`config.mk`:
```
export PLATFORM = sky130hd
export DESIGN_NAME = remote_cmd_tx_flat
export DESIGN_NICKNAME = d
export VERILOG_FILES = /design/src/rtl/remote_pkg.sv /design/src/rtl/remote_cmd_tx_if.sv /design/src/rtl/remote_uart_tx.sv /design/src/rtl/remote_cmd_tx.sv /design/src/flat_wrapper.sv
export SDC_FILE = /design/constraint.sdc
export NUM_CORES = 1
export LEC_CHECK = 0
export CORE_ASPECT_RATIO = 0.75
export CORE_MARGIN = 4
export CORE_UTILIZATION = 61
export DETAILED_ROUTE_END_ITERATION = 8
export PLACE_DENSITY = 0.85
export SETUP_SLACK_MARGIN = 0.02
export SLEW_MARGIN = 20
export SYNTH_ARGS = -nofsm -noshare
export SYNTH_HDL_FRONTEND = slang
export SYNTH_SLANG_ARGS = --single-unit
```
`constraint.sdc`:
```
create_clock -name clk -period 5.25 [get_ports clk]
set_clock_uncertainty 0.05 [all_clocks]
set_input_delay 0.7875 -clock clk [delete_from_list [all_inputs] [get_ports clk]]
set_output_delay 0.7875 -clock clk [all_outputs]
set_load 0.05 [all_outputs]
```
`src/rtl/remote_pkg.sv`:
```
// Shared state type and link constants for the host-side remote command link.
package remote_pkg;

  typedef enum logic [1:0] {IDLE, TX_HI, TX_LO, WAIT_RESP} remote_state_e;

  localparam logic [7:0]  RESP_DONE = 8'hA5;
  localparam logic [7:0]  RESP_PROG = 8'h5A;
  localparam int unsigned FRAME_LEN = 10;

endpackage

```
`src/rtl/remote_cmd_tx_if.sv`:
```
// Command/response handshake between a host controller and remote_cmd_tx.
interface remote_cmd_tx_if;

  logic        snd_cmd;
  logic [15:0] cmd;
  logic        busy;
  logic        cmd_snt;
  logic [7:0]  resp;
  logic        resp_rdy;
  logic        done;
  logic        resp_err;
  logic        tmo;

  modport master (
    output snd_cmd, cmd,
    input  busy, cmd_snt, resp, resp_rdy, done, resp_err, tmo
  );

  modport slave (
    input  snd_cmd, cmd,
    output busy, cmd_snt, resp, resp_rdy, done, resp_err, tmo
  );

endinterface

```
`src/rtl/remote_uart_tx.sv`:
```
// 8N1 byte serializer; a trmt on the tx_done cycle chains the next frame with no gap.
module remote_uart_tx #(
  parameter int unsigned BAUD_CYC = 2604
) (
  input  logic       clk,
  input  logic       rst,
  input  logic       trmt,
  input  logic [7:0] tx_data,
  output logic       TX,
  output logic       tx_done
);
  import remote_pkg::*;

  localparam int unsigned CntW = $clog2(BAUD_CYC);

  logic            busy_q, busy_d;
  logic [CntW-1:0] baud_q, baud_d;
  logic [3:0]      bit_q, bit_d;
  logic [9:0]      shift_q, shift_d;

  always_comb begin
    busy_d  = busy_q;
    baud_d  = baud_q;
    bit_d   = bit_q;
    shift_d = shift_q;
    tx_done = busy_q && (baud_q == CntW'(BAUD_CYC - 1)) && (bit_q == 4'(FRAME_LEN - 1));
    if (busy_q) begin
      if (baud_q == CntW'(BAUD_CYC - 1)) begin
        baud_d  = '0;
        bit_d   = bit_q + 4'd1;
        shift_d = {1'b1, shift_q[9:1]};
        if (tx_done) busy_d = 1'b0;
      end else begin
        baud_d = baud_q + 1'b1;
      end
    end
    if (trmt) begin
      busy_d  = 1'b1;
      baud_d  = '0;
      bit_d   = '0;
      shift_d = {1'b1, tx_data, 1'b0};
    end
  end

  always_ff @(posedge clk) begin
    if (rst) begin
      busy_q  <= 1'b0;
      baud_q  <= '0;
      bit_q   <= '0;
      shift_q <= '1;
    end else begin
      busy_q  <= busy_d;
      baud_q  <= baud_d;
      bit_q   <= bit_d;
      shift_q <= shift_d;
    end
  end

  assign TX = busy_q ? shift_q[0] : 1'b1;

endmodule

```
`src/rtl/remote_cmd_tx.sv`:
```
// Host end of the remote command link: sends a 16-bit command, then tracks the robot's reply.
// Optional response timeout enabled by defining REMOTE_TMO_EN.
module remote_cmd_tx #(
  parameter int unsigned BAUD_CYC = 2604,
  parameter int unsigned TMO_CYC  = 2 ** 24
) (
  input  logic            clk,
  input  logic            rst,
  output logic            TX,
  input  logic            RX,
  remote_cmd_tx_if.slave  bus
);
  import remote_pkg::*;

  localparam int unsigned CntW = $clog2(BAUD_CYC);

  if (BAUD_CYC < 4 || (BAUD_CYC % 2) != 0 || TMO_CYC < 2) begin : g_param_check
    $error("remote_cmd_tx: BAUD_CYC must be even and >= 4, TMO_CYC >= 2");
  end

  remote_state_e state_q, state_d;
  logic [7:0]    cmd_lo_q, cmd_lo_d;
  logic          trmt, tx_done;
  logic [7:0]    tx_data;
  logic          cmd_snt_q, cmd_snt_d;
  logic [7:0]    resp_q, resp_d;
  logic          resp_rdy_q, done_q, done_d, resp_err_q, resp_err_d;
  logic          tmo_pulse;

  remote_uart_tx #(.BAUD_CYC(BAUD_CYC)) u_uart_tx (
    .clk     (clk),
    .rst     (rst),
    .trmt    (trmt),
    .tx_data (tx_data),
    .TX      (TX),
    .tx_done (tx_done)
  );

  always_comb begin
    state_d   = state_q;
    cmd_lo_d  = cmd_lo_q;
    trmt      = 1'b0;
    tx_data   = cmd_lo_q;
    cmd_snt_d = 1'b0;
    unique case (state_q)
      IDLE: if (bus.snd_cmd) begin
        state_d  = TX_HI;
        cmd_lo_d = bus.cmd[7:0];
        trmt     = 1'b1;
        tx_data  = bus.cmd[15:8];
      end
      TX_HI: if (tx_done) begin
        state_d = TX_LO;
        trmt    = 1'b1;
      end
      TX_LO: if (tx_done) begin
        state_d   = WAIT_RESP;
        cmd_snt_d = 1'b1;
      end
      WAIT_RESP: if (done_q || resp_err_q || tmo_pulse) state_d = IDLE;
      default: state_d = IDLE;
    endcase
  end

  // Receiver: 2-flop sync, falling-edge start, half-bit start recheck, centre sampling.
  logic [1:0]      rx_sync_q;
  logic            rx_prev_q, rx_s, rx_fall;
  logic            rx_act_q, rx_act_d;
  logic [CntW-1:0] rx_cnt_q, rx_cnt_d;
  logic [3:0]      rx_bit_q, rx_bit_d;
  logic [7:0]      rx_shift_q, rx_shift_d;
  logic            byte_done, frame_err, in_wait;

  assign rx_s    = rx_sync_q[1];
  assign rx_fall = rx_prev_q & ~rx_s;

  always_comb begin
    rx_act_d   = rx_act_q;
    rx_cnt_d   = rx_cnt_q;
    rx_bit_d   = rx_bit_q;
    rx_shift_d = rx_shift_q;
    byte_done  = 1'b0;
    frame_err  = 1'b0;
    if (!rx_act_q) begin
      if (rx_fall) begin
        rx_act_d = 1'b1;
        rx_cnt_d = CntW'(BAUD_CYC / 2 - 1);
        rx_bit_d = '0;
      end
    end else if (rx_cnt_q == '0) begin
      rx_cnt_d = CntW'(BAUD_CYC - 1);
      rx_bit_d = rx_bit_q + 4'd1;
      if (rx_bit_q == 4'd0) begin
        if (rx_s) rx_act_d = 1'b0;
      end else if (rx_bit_q < 4'(FRAME_LEN - 1)) begin
        rx_shift_d = {rx_s, rx_shift_q[7:1]};
      end else begin
        rx_act_d  = 1'b0;
        byte_done = 1'b1;
        frame_err = ~rx_s;
      end
    end else begin
      rx_cnt_d = rx_cnt_q - 1'b1;
    end
  end

  // A byte finishing on the cmd_snt cycle is judged as if already in WAIT_RESP.
  assign in_wait    = (state_q == WAIT_RESP) || cmd_snt_d;
  assign resp_d     = byte_done ? rx_shift_q : resp_q;
  assign done_d     = byte_done && in_wait && !frame_err && (rx_shift_q == RESP_DONE);
  assign resp_err_d = byte_done && in_wait &&
                      (frame_err || (rx_shift_q != RESP_DONE && rx_shift_q != RESP_PROG));

  always_ff @(posedge clk) begin
    if (rst) begin
      state_q    <= IDLE;
      cmd_lo_q   <= '0;
      cmd_snt_q  <= 1'b0;
      resp_q     <= 8'h00;
      resp_rdy_q <= 1'b0;
      done_q     <= 1'b0;
      resp_err_q <= 1'b0;
      rx_sync_q  <= 2'b11;
      rx_prev_q  <= 1'b1;
      rx_act_q   <= 1'b0;
      rx_cnt_q   <= '0;
      rx_bit_q   <= '0;
      rx_shift_q <= '0;
    end else begin
      state_q    <= state_d;
      cmd_lo_q   <= cmd_lo_d;
      cmd_snt_q  <= cmd_snt_d;
      resp_q     <= resp_d;
      resp_rdy_q <= byte_done;
      done_q     <= done_d;
      resp_err_q <= resp_err_d;
      rx_sync_q  <= {rx_sync_q[0], RX};
      rx_prev_q  <= rx_s;
      rx_act_q   <= rx_act_d;
      rx_cnt_q   <= rx_cnt_d;
      rx_bit_q   <= rx_bit_d;
      rx_shift_q <= rx_shift_d;
    end
  end

`ifdef REMOTE_TMO_EN
  localparam int unsigned TmoW = $clog2(TMO_CYC + 1);

  logic [TmoW-1:0] tmo_cnt_q, tmo_cnt_d;
  logic            tmo_q, tmo_d;

  always_comb begin
    tmo_cnt_d = tmo_cnt_q + 1'b1;
    tmo_d     = 1'b0;
    if (state_q != WAIT_RESP || resp_rdy_q) begin
      tmo_cnt_d = '0;
    end else if (tmo_cnt_q == TmoW'(TMO_CYC - 1)) begin
      tmo_d = 1'b1;
    end
  end

  always_ff @(posedge clk) begin
    if (rst) begin
      tmo_cnt_q <= '0;
      tmo_q     <= 1'b0;
    end else begin
      tmo_cnt_q <= tmo_cnt_d;
      tmo_q     <= tmo_d;
    end
  end

  assign tmo_pulse = tmo_q;
`else
  assign tmo_pulse = 1'b0;
`endif

  assign bus.busy     = (state_q != IDLE);
  assign bus.cmd_snt  = cmd_snt_q;
  assign bus.resp     = resp_q;
  assign bus.resp_rdy = resp_rdy_q;
  assign bus.done     = done_q;
  assign bus.resp_err = resp_err_q;
  assign bus.tmo      = tmo_pulse;

endmodule

```
`src/flat_wrapper.sv`:
```
// flat-port wrapper written by rule: the top's interface ports become plain ports
module remote_cmd_tx_flat import remote_pkg::*;
#(
  parameter int unsigned BAUD_CYC = 2604,
  parameter int unsigned TMO_CYC  = 2 ** 24
)
  (clk, rst, TX, RX, bus_snd_cmd, bus_cmd, bus_busy, bus_cmd_snt, bus_resp, bus_resp_rdy, bus_done, bus_resp_err, bus_tmo);
  remote_cmd_tx_if bus_i ();
  input  logic clk;
  input  logic rst;
  output logic TX;
  input  logic RX;
  input wire logic [$bits(bus_i.snd_cmd)-1:0] bus_snd_cmd;
  input wire logic [$bits(bus_i.cmd)-1:0] bus_cmd;
  output wire logic [$bits(bus_i.busy)-1:0] bus_busy;
  output wire logic [$bits(bus_i.cmd_snt)-1:0] bus_cmd_snt;
  output wire logic [$bits(bus_i.resp)-1:0] bus_resp;
  output wire logic [$bits(bus_i.resp_rdy)-1:0] bus_resp_rdy;
  output wire logic [$bits(bus_i.done)-1:0] bus_done;
  output wire logic [$bits(bus_i.resp_err)-1:0] bus_resp_err;
  output wire logic [$bits(bus_i.tmo)-1:0] bus_tmo;
  assign bus_i.snd_cmd = bus_snd_cmd;
  assign bus_i.cmd = bus_cmd;
  assign bus_busy = bus_i.busy;
  assign bus_cmd_snt = bus_i.cmd_snt;
  assign bus_resp = bus_i.resp;
  assign bus_resp_rdy = bus_i.resp_rdy;
  assign bus_done = bus_i.done;
  assign bus_resp_err = bus_i.resp_err;
  assign bus_tmo = bus_i.tmo;
  remote_cmd_tx #(.BAUD_CYC(BAUD_CYC), .TMO_CYC(TMO_CYC)) u_core (.clk(clk), .rst(rst), .TX(TX), .RX(RX), .bus(bus_i));
endmodule
```
==> run summary <==
Worst-path clk slew -> 0.08 ns
Slew Limit Fails -> 0
Starting density of the core -> 62.99%
Drt drc -> 0
Routed wire length -> 8140 um
Worst r2r src -> u_core.u_uart_tx.baud_q[0]$_SDFFE_PP0P_
Antenna diode count -> 0
Final Net Count -> 477
Die X -> 97.56 um
Initial antenna violation count -> 0
Sw Share -> 31.87%
Status -> completed
Global-route wire length before repair -> 13630 um
Synth Area per Inst -> 8.738 um^2
Flop pwr share -> 44.7%
Fraction of layout cells with a size suffix above 1 -> 8.000%
Hold/Removal Path Class -> flop to flop
Power, Total -> 1502 uW
Post-synth cell types -> 59
Core area -> 5826 um^2
Initial DRC count -> 316
Worst Max-Slew Pin Slew -> 1.125 ns
Post-route cell area -> 4203 um^2
Clock buffer count from CTS -> 9
Count of cells resized by post-cts repair -> 0
Top post-synthesis cells by area -> dfxtp_1, a21oi_1, nand2_1, ha_1, o21ai_0
Uppermost routed layer -> met4
Clk sinks -> 76
FF-to-FF End -> u_core.u_uart_tx.bit_q[3]$_SDFFE_PP0P_
Largest net degree at the start of global routing -> 50
Synth async-reset ratio -> 0%
Tmin final -> 2.831 ns
Seq cells post-synth -> 76
RSZ-0062 raised after global routing -> no
Share of the synthesized area in the top cell type -> 41.46%
Area after DPL -> 3990 um^2
Wire per inst -> 15.42 um
Hold buffers post-CTS -> 0
Reg2reg setup slack -> 2.79 ns
Inst Count DP -> 513
Post-Route M1 WL -> 3742 um
R2R cell count -> 5
Leakage power -> 0.001525 uW
Hold depth -> 1
Synth area leader -> dfxtp_1
Pwr dens -> 357.3 nW/um^2
Root buffer cell -> clkbuf_8
H-tree depth -> 3
Max VDD drop -> 279.5 uV
Post-CTS Setup Repair Bufs -> 0
Gr ovfl total -> 0
Clk_lat worst skew -> 0.35 ns
Mapped cell area -> 3670 um^2
HPWL after detailed placement -> 5661 um
Vias in the first global route -> 2993
Fin cells -> 528
Part of the power in the clock network -> 32.1%
Die Height -> 75.17 um
Gr usage total -> 22.83%
Critical path fanouts, max -> 6
Net switching power -> 478.6 uW
CTS max path bufs -> 2
Synthesized instance count -> 420
CTS tree -> yes
Remaining antenna violation count -> 0
Yosys warns -> 0
Via count -> 3245
Maximum capacitance violations -> 0
FMAX -> 353.2 MHz
P_int -> 1023 uW
Syn-to-layout area delta -> 14.52%
Comb pwr share -> 23.2%
Synth Flop Type -> dfxtp_1
CP Class -> flop to output pin
Die Footprint -> 7334 um^2
Syn_nets -> 451
Mean number of vias per cell -> 6.146
Period utilisation layout -> 53.93%
Accumulated negative setup slack -> 0 ns
Crit path required time -> 4.41 ns
Worst slew margin -> 24.97%
DR WL met3 -> 538 um
Final setup vio count -> 0
Post-synth EDFFs -> 0
Routability cong. -> 0.9295
Hold Crit Endpoint -> u_core.rx_sync_q[1]$_SDFF_PP1_
Post-Place Worst Slack -> 2.779 ns
DR WL met2 -> 3764 um
Sequential share of the synthesized area -> 41.46%
Hold Path Origin -> u_core.rx_sync_q[0]$_SDFF_PP1_
Worst Setup End Kind -> output pin
Cell with the most instances after synthesis -> dfxtp_1
Endpoints failing hold -> 0
I/O pin count -> 35
Port Buffer Count -> 33
PnR worst setup slack -> 2.419 ns
Commonest cells in the synthesized netlist -> dfxtp_1, a21oi_1, nand2_1
DR pass1 iterations -> 5
Row count -> 24
CP arrival -> 1.99 ns
Worst setup SP type -> flop
how the worst max path moves through the flow:
stage	to	cells past startpoint	slack, ns	from
6_report	bus_busy	4	2.42	u_core.state_q[0]$_SDFFE_PP0P_
4_1_cts	bus_busy	4	2.42	u_core.state_q[0]$_SDFFE_PP0P_
3_5_place_dp	u_core.u_uart_tx.shift_q[7]$_SDFFE_PP1P_	5	2.78	rst
2_1_floorplan	bus_busy	3	3.40	u_core.state_q[0]$_SDFFE_PP0P_
5_1_grt	bus_busy	4	2.35	u_core.state_q[0]$_SDFFE_PP0P_
3_3_place_gp	u_core.u_uart_tx.shift_q[7]$_SDFFE_PP1P_	5	2.84	rst
metrics by stage:
step / util [%] / hold WS (ns)
finish: 72.14 / 0.3588
global route: 72.14 / 0.3816
CTS: 72.14 / 0.3625
detailed placement: 68.49 / 0.3423
global placement: 68.49 / 0.3421
floorplan: - / 0.3395
routing by layer:
layer,vias to the layer above,global-route usage (%)
met5,-,0
met3,11,7.315
met2,118,37.89
li1,1582,-
met4,0,7.220
met1,1534,28.93
power by group through the flow:
stage	combinational (uW)	sequential (uW)	clock, uW
after global routing	383	678	510
final	349	671	482
after floorplan	279	663	0
after CTS	347	669	488
after detailed placement	344	682	0
after global placement	334	679	0
logic make-up (layout without fill, tap and decap cells):
kind of cell	Yosys count	after routing	share of synthesized area (%)
adders and majority gates	11	11	3.750
DFF	76	76	41.46
other	1	1	0.1022
muxes	10	10	2.762
buffers and inverters	34	64	4.432
and+or+nand+nor	164	164	26.08
AOI/OAI and AO/OA	113	113	18.79
xor gates and xnor gates	11	11	2.625
sequential cells by signal (all words and copies together) (netlist names), 2 cells and up:
register and count:
u_core.bus.resp 8, u_core.cmd_lo_q 8, u_core.rx_bit_q 4, u_core.rx_cnt_q 12
u_core.rx_shift_q 8, u_core.rx_sync_q 2, u_core.state_q 2, u_core.u_uart_tx.baud_q 12
u_core.u_uart_tx.bit_q 4, u_core.u_uart_tx.shift_q 9
placed cells by master (no fill, tap or decap), drive strengths merged, types with 9 or more instances in the layout:
cell and n:
dfxtp 76, nand3 19, mux2i 9, clkbuf 9, nor3 14, a21oi 51
nand4 20, ha 11, nand2 45, o21ai 30, nor2 21, inv 17
a31oi 9, clkdlybuf4s50 32
layout make-up:
type / instances / area (um^2)
well taps: 78 / 97.59
clock buffers: 9 / 123.9
clock inverters: 6 / 88.84
fillers: 426 / 1623
inverters: 16 / 60.06
flip-flops and latches: 76 / 1521
repair buffers: 33 / 325.3
multi-input cells: 310 / 1986
critical path, stage by stage, from the launching register on:
cell and delay (ns):
dfxtp_1 0.39, inv_1 0.09, ha_1 0.28, inv_1 0.08
clkdlybuf4s50_1 0.79
Note: power is estimated with default switching activity, not from simulation.
